### src/rtl/fetch_sequencer.sv
// Fetch sequencer: drives PC advance/branch controls from stall, branch, halt requests.
// Optional perf counters are built when FETCH_SEQ_PERF_EN is defined.
module fetch_sequencer #(
  parameter int FLUSH_CYCLES = 4
) (
  input  logic        clka,
  input  logic        restart,
  input  logic        stall_in,
  input  logic        branch_req,
  input  logic [7:0]  branch_target,
  input  logic        halt_in,
  input  logic        resume_in,
  output logic        pc_en,
  output logic        branch_taken_out,
  output logic [7:0]  branch_immediate_out,
  output logic        flush_out,
  output logic        fetch_valid,
  output logic [2:0]  state_out,
  output logic [15:0] stall_cycles_out,
  output logic [15:0] flush_events_out
);

  typedef enum logic [2:0] {
    S_IDLE  = 3'd0,
    S_RUN   = 3'd1,
    S_STALL = 3'd2,
    S_FLUSH = 3'd3,
    S_HALT  = 3'd4
  } state_t;

  localparam logic [3:0] FLUSH_LOAD = 4'(FLUSH_CYCLES - 1);

  state_t      r_state;
  logic [3:0]  r_flush_cnt;
  logic        r_branch_taken;
  logic [7:0]  r_branch_imm;
  logic        w_accept;

  // Branches are only honoured on the architectural path (RUN or STALL).
  assign w_accept = ((r_state == S_RUN) || (r_state == S_STALL)) && branch_req;

  always_ff @(negedge clka or posedge restart) begin
    if (restart) begin
      r_state        <= S_IDLE;
      r_flush_cnt    <= 4'd0;
      r_branch_taken <= 1'b0;
      r_branch_imm   <= 8'h00;
    end else begin
      r_branch_taken <= 1'b0;
      case (r_state)
        S_IDLE: r_state <= S_RUN;
        S_RUN, S_STALL: begin
          if (w_accept) begin
            r_state        <= S_FLUSH;
            r_flush_cnt    <= FLUSH_LOAD;
            r_branch_taken <= 1'b1;
            r_branch_imm   <= branch_target;
          end else if (halt_in) begin
            r_state <= S_HALT;
          end else if (stall_in) begin
            r_state <= S_STALL;
          end else begin
            r_state <= S_RUN;
          end
        end
        S_FLUSH: begin
          if (r_flush_cnt == 4'd0) begin
            r_state <= S_RUN;
          end else begin
            r_flush_cnt <= r_flush_cnt - 4'd1;
          end
        end
        S_HALT: begin
          if (resume_in) begin
            r_state <= S_RUN;
          end
        end
        default: r_state <= S_IDLE;
      endcase
    end
  end

  // pc_en stays high through FLUSH so the PC drains its delayed branch flag.
  assign pc_en                = (r_state == S_RUN) || (r_state == S_FLUSH);
  assign fetch_valid          = (r_state == S_RUN);
  assign flush_out            = (r_state == S_FLUSH);
  assign branch_taken_out     = r_branch_taken;
  assign branch_immediate_out = r_branch_imm;
  assign state_out            = r_state;

`ifdef FETCH_SEQ_PERF_EN
  logic [15:0] r_stall_cycles;
  logic [15:0] r_flush_events;

  always_ff @(negedge clka or posedge restart) begin
    if (restart) begin
      r_stall_cycles <= 16'h0000;
      r_flush_events <= 16'h0000;
    end else begin
      if ((r_state == S_STALL) && (r_stall_cycles != 16'hFFFF)) begin
        r_stall_cycles <= r_stall_cycles + 16'd1;
      end
      if (w_accept && (r_flush_events != 16'hFFFF)) begin
        r_flush_events <= r_flush_events + 16'd1;
      end
    end
  end

  assign stall_cycles_out = r_stall_cycles;
  assign flush_events_out = r_flush_events;
`else
  assign stall_cycles_out = 16'h0000;
  assign flush_events_out = 16'h0000;
`endif

endmodule

### config.mk
export PLATFORM = sky130hd
export DESIGN_NAME = fetch_sequencer
export DESIGN_NICKNAME = d
export VERILOG_FILES = /design/src/rtl/fetch_sequencer.sv
export SDC_FILE = /design/constraint.sdc
export NUM_CORES = 1
export LEC_CHECK = 0
export ABC_AREA = 1
export CORE_UTILIZATION = 37
export DETAILED_ROUTE_END_ITERATION = 7
export PLACE_DENSITY_LB_ADDON = 0.25
export SLEW_MARGIN = 10
export SYNTH_ARGS = -nofsm -noshare
export SYNTH_HDL_FRONTEND = slang
export SYNTH_SLANG_ARGS = --single-unit
### constraint.sdc
create_clock -name clka -period 1.6 [get_ports clka]
set_clock_uncertainty 0.15 [all_clocks]
set_input_delay 0.32 -clock clka [delete_from_list [all_inputs] [get_ports clka]]
set_output_delay 0.32 -clock clka [all_outputs]
set_load 0.02 [all_outputs]
; After elaboration in Yosys (flattened, before gate mapping)
; Index checks and enable logic that the tools add are counted.
[word_totals]
ff_bits = 16
input_bits = 14
output_inout_bits = 47
elab_cells = 34
[classes]
n_addsub = 1
n_eq_ne = 8
mux = 11
n_reduce_logical = 10
[op_table]
columns = operator, count
row1 = $mux 3, 4
row2 = $pmux 3 s4, 1
row3 = $mux 4, 2
row4 = $pmux 4 s2, 1
row5 = $eq 3x2->1 const B, 2
row6 = $ne 2x2->1 const B, 3
row7 = $logic_not 4->1, 1
row8 = $reduce_and 2->1, 2
row9 = $sub 4x1->4 const B, 1
row10 = $eq 3x1->1 const B, 1
row11 = $eq 3x3->1 const B, 1
row12 = $logic_not 3->1, 1
row13 = $reduce_and 3->1, 1
row14 = $logic_or 1x1->1, 2
row15 = $mux 1, 2
row16 = $mux 2, 1
row17 = $ne 2x1->1 const B, 1
row18 = $reduce_bool 2->1, 1
row19 = $reduce_or 2->1, 1
row20 = $logic_and 1x1->1, 1

; Longest topological paths before layout
; Gate-level depths: netlist of run 1.
[logic_depth]
depth_word = 5
ltp_mapped = 7
mapped_depth_nobuf = 7

==> results.yml, run 1 <==
outcome:
  status: "finished with violations"
  failed_checks: "negative setup slack"
global_routing:
  antenna_found_initial: 0
  met2_usage: 0.281
  grt_use_met3: 0.0361
  grt_max_degree: 17
  grt_pass1_wl_um: 3360
  top_usage_layer: "met2"
  globalRouteMet1Util: 0.175
  overflow: 0
  first_global_vias: 834
  grtUsageTotal: 0.157
place:
  dp_hpwl_um: 1350
  routabilityCongestion: 0.779
  place_area_mm2: 0.00130
  numPortBuffers: 28
  dp_slack_ns: -0.935
  dpl.cell_count: 192
worst_hold_path:
  min_path_type: "flip-flop to flip-flop"
clocking:
  clockBufferDepth: 2
  cts_num_sinks: 16
  path_clk_slew_ns: 0.07
  cts_buffers: 3
  clk_latency_ns: 0.28
  root_buffer: "clkbuf_4"
  tritoncts: "built"
  htree_levels: 1
synthesis:
  avgSynthCellArea_um2: 7.98
  ys_seq_elements: 16
  yosysMostFrequentCell: "nand2_1"
  synth_warnings: 0
  synth_top_area_frac: 0.389
  ys_types: 20
  synthArstFlopShare: 1.00
  synth_area_mm2: 0.00103
  synth_edf_count: 0
  syn-instance-count: 129
  seq_area_frac_synth: 0.389
  ys_top_cells_by_area: "dfrtn_1, buf_4, nand2_1"
  synth_top_cell_by_area: "dfrtn_1"
  ys_top_cells_by_count: "nand2_1, buf_4, dfrtn_1"
  synth_flop_cell: "dfrtn_1"
layout:
  multi_input_area_um2: 505
  drive_above_1_share: 0.356
  fill_cells: 227
  register_area_um2: 400
  num_antenna_cells: 0
  fin_cells: 207
  final_cell_area_mm2: 0.00148
  area_growth_pct: 44.0
  nets: 194
critical_path:
  cp_num_cells: 3
  r2r_end: "branch_immediate_out[6]$_DFFE_NP0P_"
  reg2reg_depth: 9
  worst-path-buf-inv: 2
  slowest_delay_ns: 0.38
  crit_required_ns: 1.13
  critical-path-slowest-cell: "dfrtn_1"
  reg2reg_slack_ns: -0.10
  cp-endpoint: "fetch_valid"
  arrival_ns: 1.92
  cpMostUsedCell: "buf_4"
  crit_family: "flip-flops"
  crit_fanout: 2
  cp_cell_sequence: "buf_4 -> nor3_2 -> buf_4"
  critPathKind: "flip-flop to output port"
  r2r-start: "state_out[1]$_DFFE_NP0P_"
  crit_start: "state_out[2]$_DFFE_NP0P_"
  start_kind: "flip-flop"
  end_kind: "output port"
power:
  power_leakage_nw: 0.816
  power_mw: 2.86
  ir_worst_vdd_uv: 1190
  power_per_cell_area_mw_per_mm2: 1930
floorplanning:
  std_cell_rows: 18
  fp.coreArea_mm2: 0.00254
  boundaryPins: 61
  initial_core_util: 0.405
  die_w_um: 54.8
  die_area_mm2: 0.00300
  die_h_um: 54.8
sta:
  hold_viol: 0
  fin_setup_tns_ns: -9.65
  worst_slack_ns: -0.786
  rsz0062_at_grt: "true"
  setup_viol: 27
  slew_viol_final: 0
route:
  drc: 0
  wl_per_cell_um: 9.53
  vias_per_cell: 4.20
  ant_nets: 0
  dr.pass1.iters: 4
  wl_um: 1970
  vias: 869
  drt_iter0_markers: 7
run:
  maxCapViolations: 0
-- how the worst min path moves through the flow --
stage	start	to	cells after the start
after global routing	branch_immediate_out[2]$_DFFE_NP0P_	branch_immediate_out[2]$_DFFE_NP0P_	2
after CTS	r_flush_cnt[0]$_DFFE_NP0P_	r_flush_cnt[0]$_DFFE_NP0P_	3
after detailed placement	branch_immediate_out[7]$_DFFE_NP0P_	branch_immediate_out[7]$_DFFE_NP0P_	2
after global placement	branch_immediate_out[2]$_DFFE_NP0P_	branch_immediate_out[2]$_DFFE_NP0P_	2
final	r_flush_cnt[0]$_DFFE_NP0P_	r_flush_cnt[0]$_DFFE_NP0P_	3
after floorplan	r_flush_cnt[0]$_DFFE_NP0P_	r_flush_cnt[0]$_DFFE_NP0P_	3
-- registers in the layout (all words and copies together), names as in the netlist --
name                  count
branch_immediate_out      8
branch_taken_out          1
r_flush_cnt               4
state_out                 3
-- worst register-to-register path: stages, from the launching register on --
cell and delay [ns]:
dfrtn_1 0.49, nand2_2 0.10, buf_4 0.14, buf_4 0.12
buf_4 0.13, nand3_4 0.10, buf_12 0.15, clkinv_8 0.07
nand2_2 0.06, nand2_1 0.05
-- metal layers --
metal  share of wire  vias up
met5               0        -
met4           0.011        0
met3           0.085        2
met2            0.54       41
met1            0.36      401
li1                -      425
-- cells by family (layout without fill, tap and decap cells) --
logic type / count (synthesis) / after routing / synth area share
flops: 16 / 16 / 0.389
xor+xnor: 1 / 1 / 0.00851
other cells: 1 / 32 / 0.00364
compound gates: 5 / 5 / 0.0401
buf+inv: 43 / 60 / 0.282
simple gates: 61 / 61 / 0.253
fa+ha+maj: 2 / 2 / 0.0243
-- cells in the final DEF (no fill, tap or decap) --
master           Yosys  routed
a21boi_1             0       1
buf_12               0       2
buf_2                0       3
buf_4               32      14
buf_6                1      14
buf_8                0       1
clkbuf_2             0       1
clkbuf_4             0       3
clkbuf_8             0       1
clkdlybuf4s15_1      0       1
clkdlybuf4s50_1      0       2
clkinv_8             0       2
conb_1               1      32
dfrtn_1             16      16
dlygate4sd2_1        0       7
ha_1                 2       2
inv_1                9       6
inv_2                0       2
inv_8                0       1
nand2_1             41      31
nand2_2              2      11
nand2_4              0       1
nand3_1              5       5
nand3_4              0       1
nor2_1               8       7
nor2_2               2       2
nor2_4               1       2
nor3_2               0       1
o211ai_1             1       1
o21ai_0              2       1
o21ai_1              0       1
o21ai_4              1       1
xnor2_1              1       1
-- area by class of cell --
class / instances / area share
repair inverters: 1 / 0.0110
flip-flops and latches: 16 / 0.270
inverters: 10 / 0.0388
clock buffers: 4 / 0.0245
repair buffers: 45 / 0.289
multi-input cells: 101 / 0.341
well taps: 30 / 0.0253
-- stage by stage --
| stage | util | hold WS (ns) |
|---|---|---|
| after global routing | 0.583 | 0.335 |
| after CTS | 0.568 | 0.287 |
| final | 0.583 | 0.309 |
| after global placement | 0.511 | 0.276 |
| after detailed placement | 0.511 | 0.278 |
| after floorplan | - | 0.258 |
-- power by group --
part           total, mW  switching, mW  internal [mW]  leakage, nW
logic               1.83          0.985          0.841        0.597
registers          0.778          0.168          0.610        0.198
clock network      0.258          0.119          0.138       0.0210
total               2.86           1.27           1.59        0.816
-- what timing repair did --
action                     CTS  global route
setup buffers                6             3
pin swaps                    8             3
gates resized for setup    121             9
gates cloned                 2             0
setup endpoints to repair   31            28
hold buffers                 0             0
Note: power is estimated with default switching activity, not from simulation.
==> run 2: changes to the inputs <==
--- a/config.mk
+++ b/config.mk
@@ -7,6 +7,7 @@
 export LEC_CHECK = 0
 export ABC_AREA = 1
 export CORE_UTILIZATION = 37
+export CTS_CLUSTER_SIZE = 14
 export DETAILED_ROUTE_END_ITERATION = 7
 export PLACE_DENSITY_LB_ADDON = 0.25
 export SLEW_MARGIN = 10
==> results of run 2 <==
Final layout, timing and power as in run 1 (identical DEF).
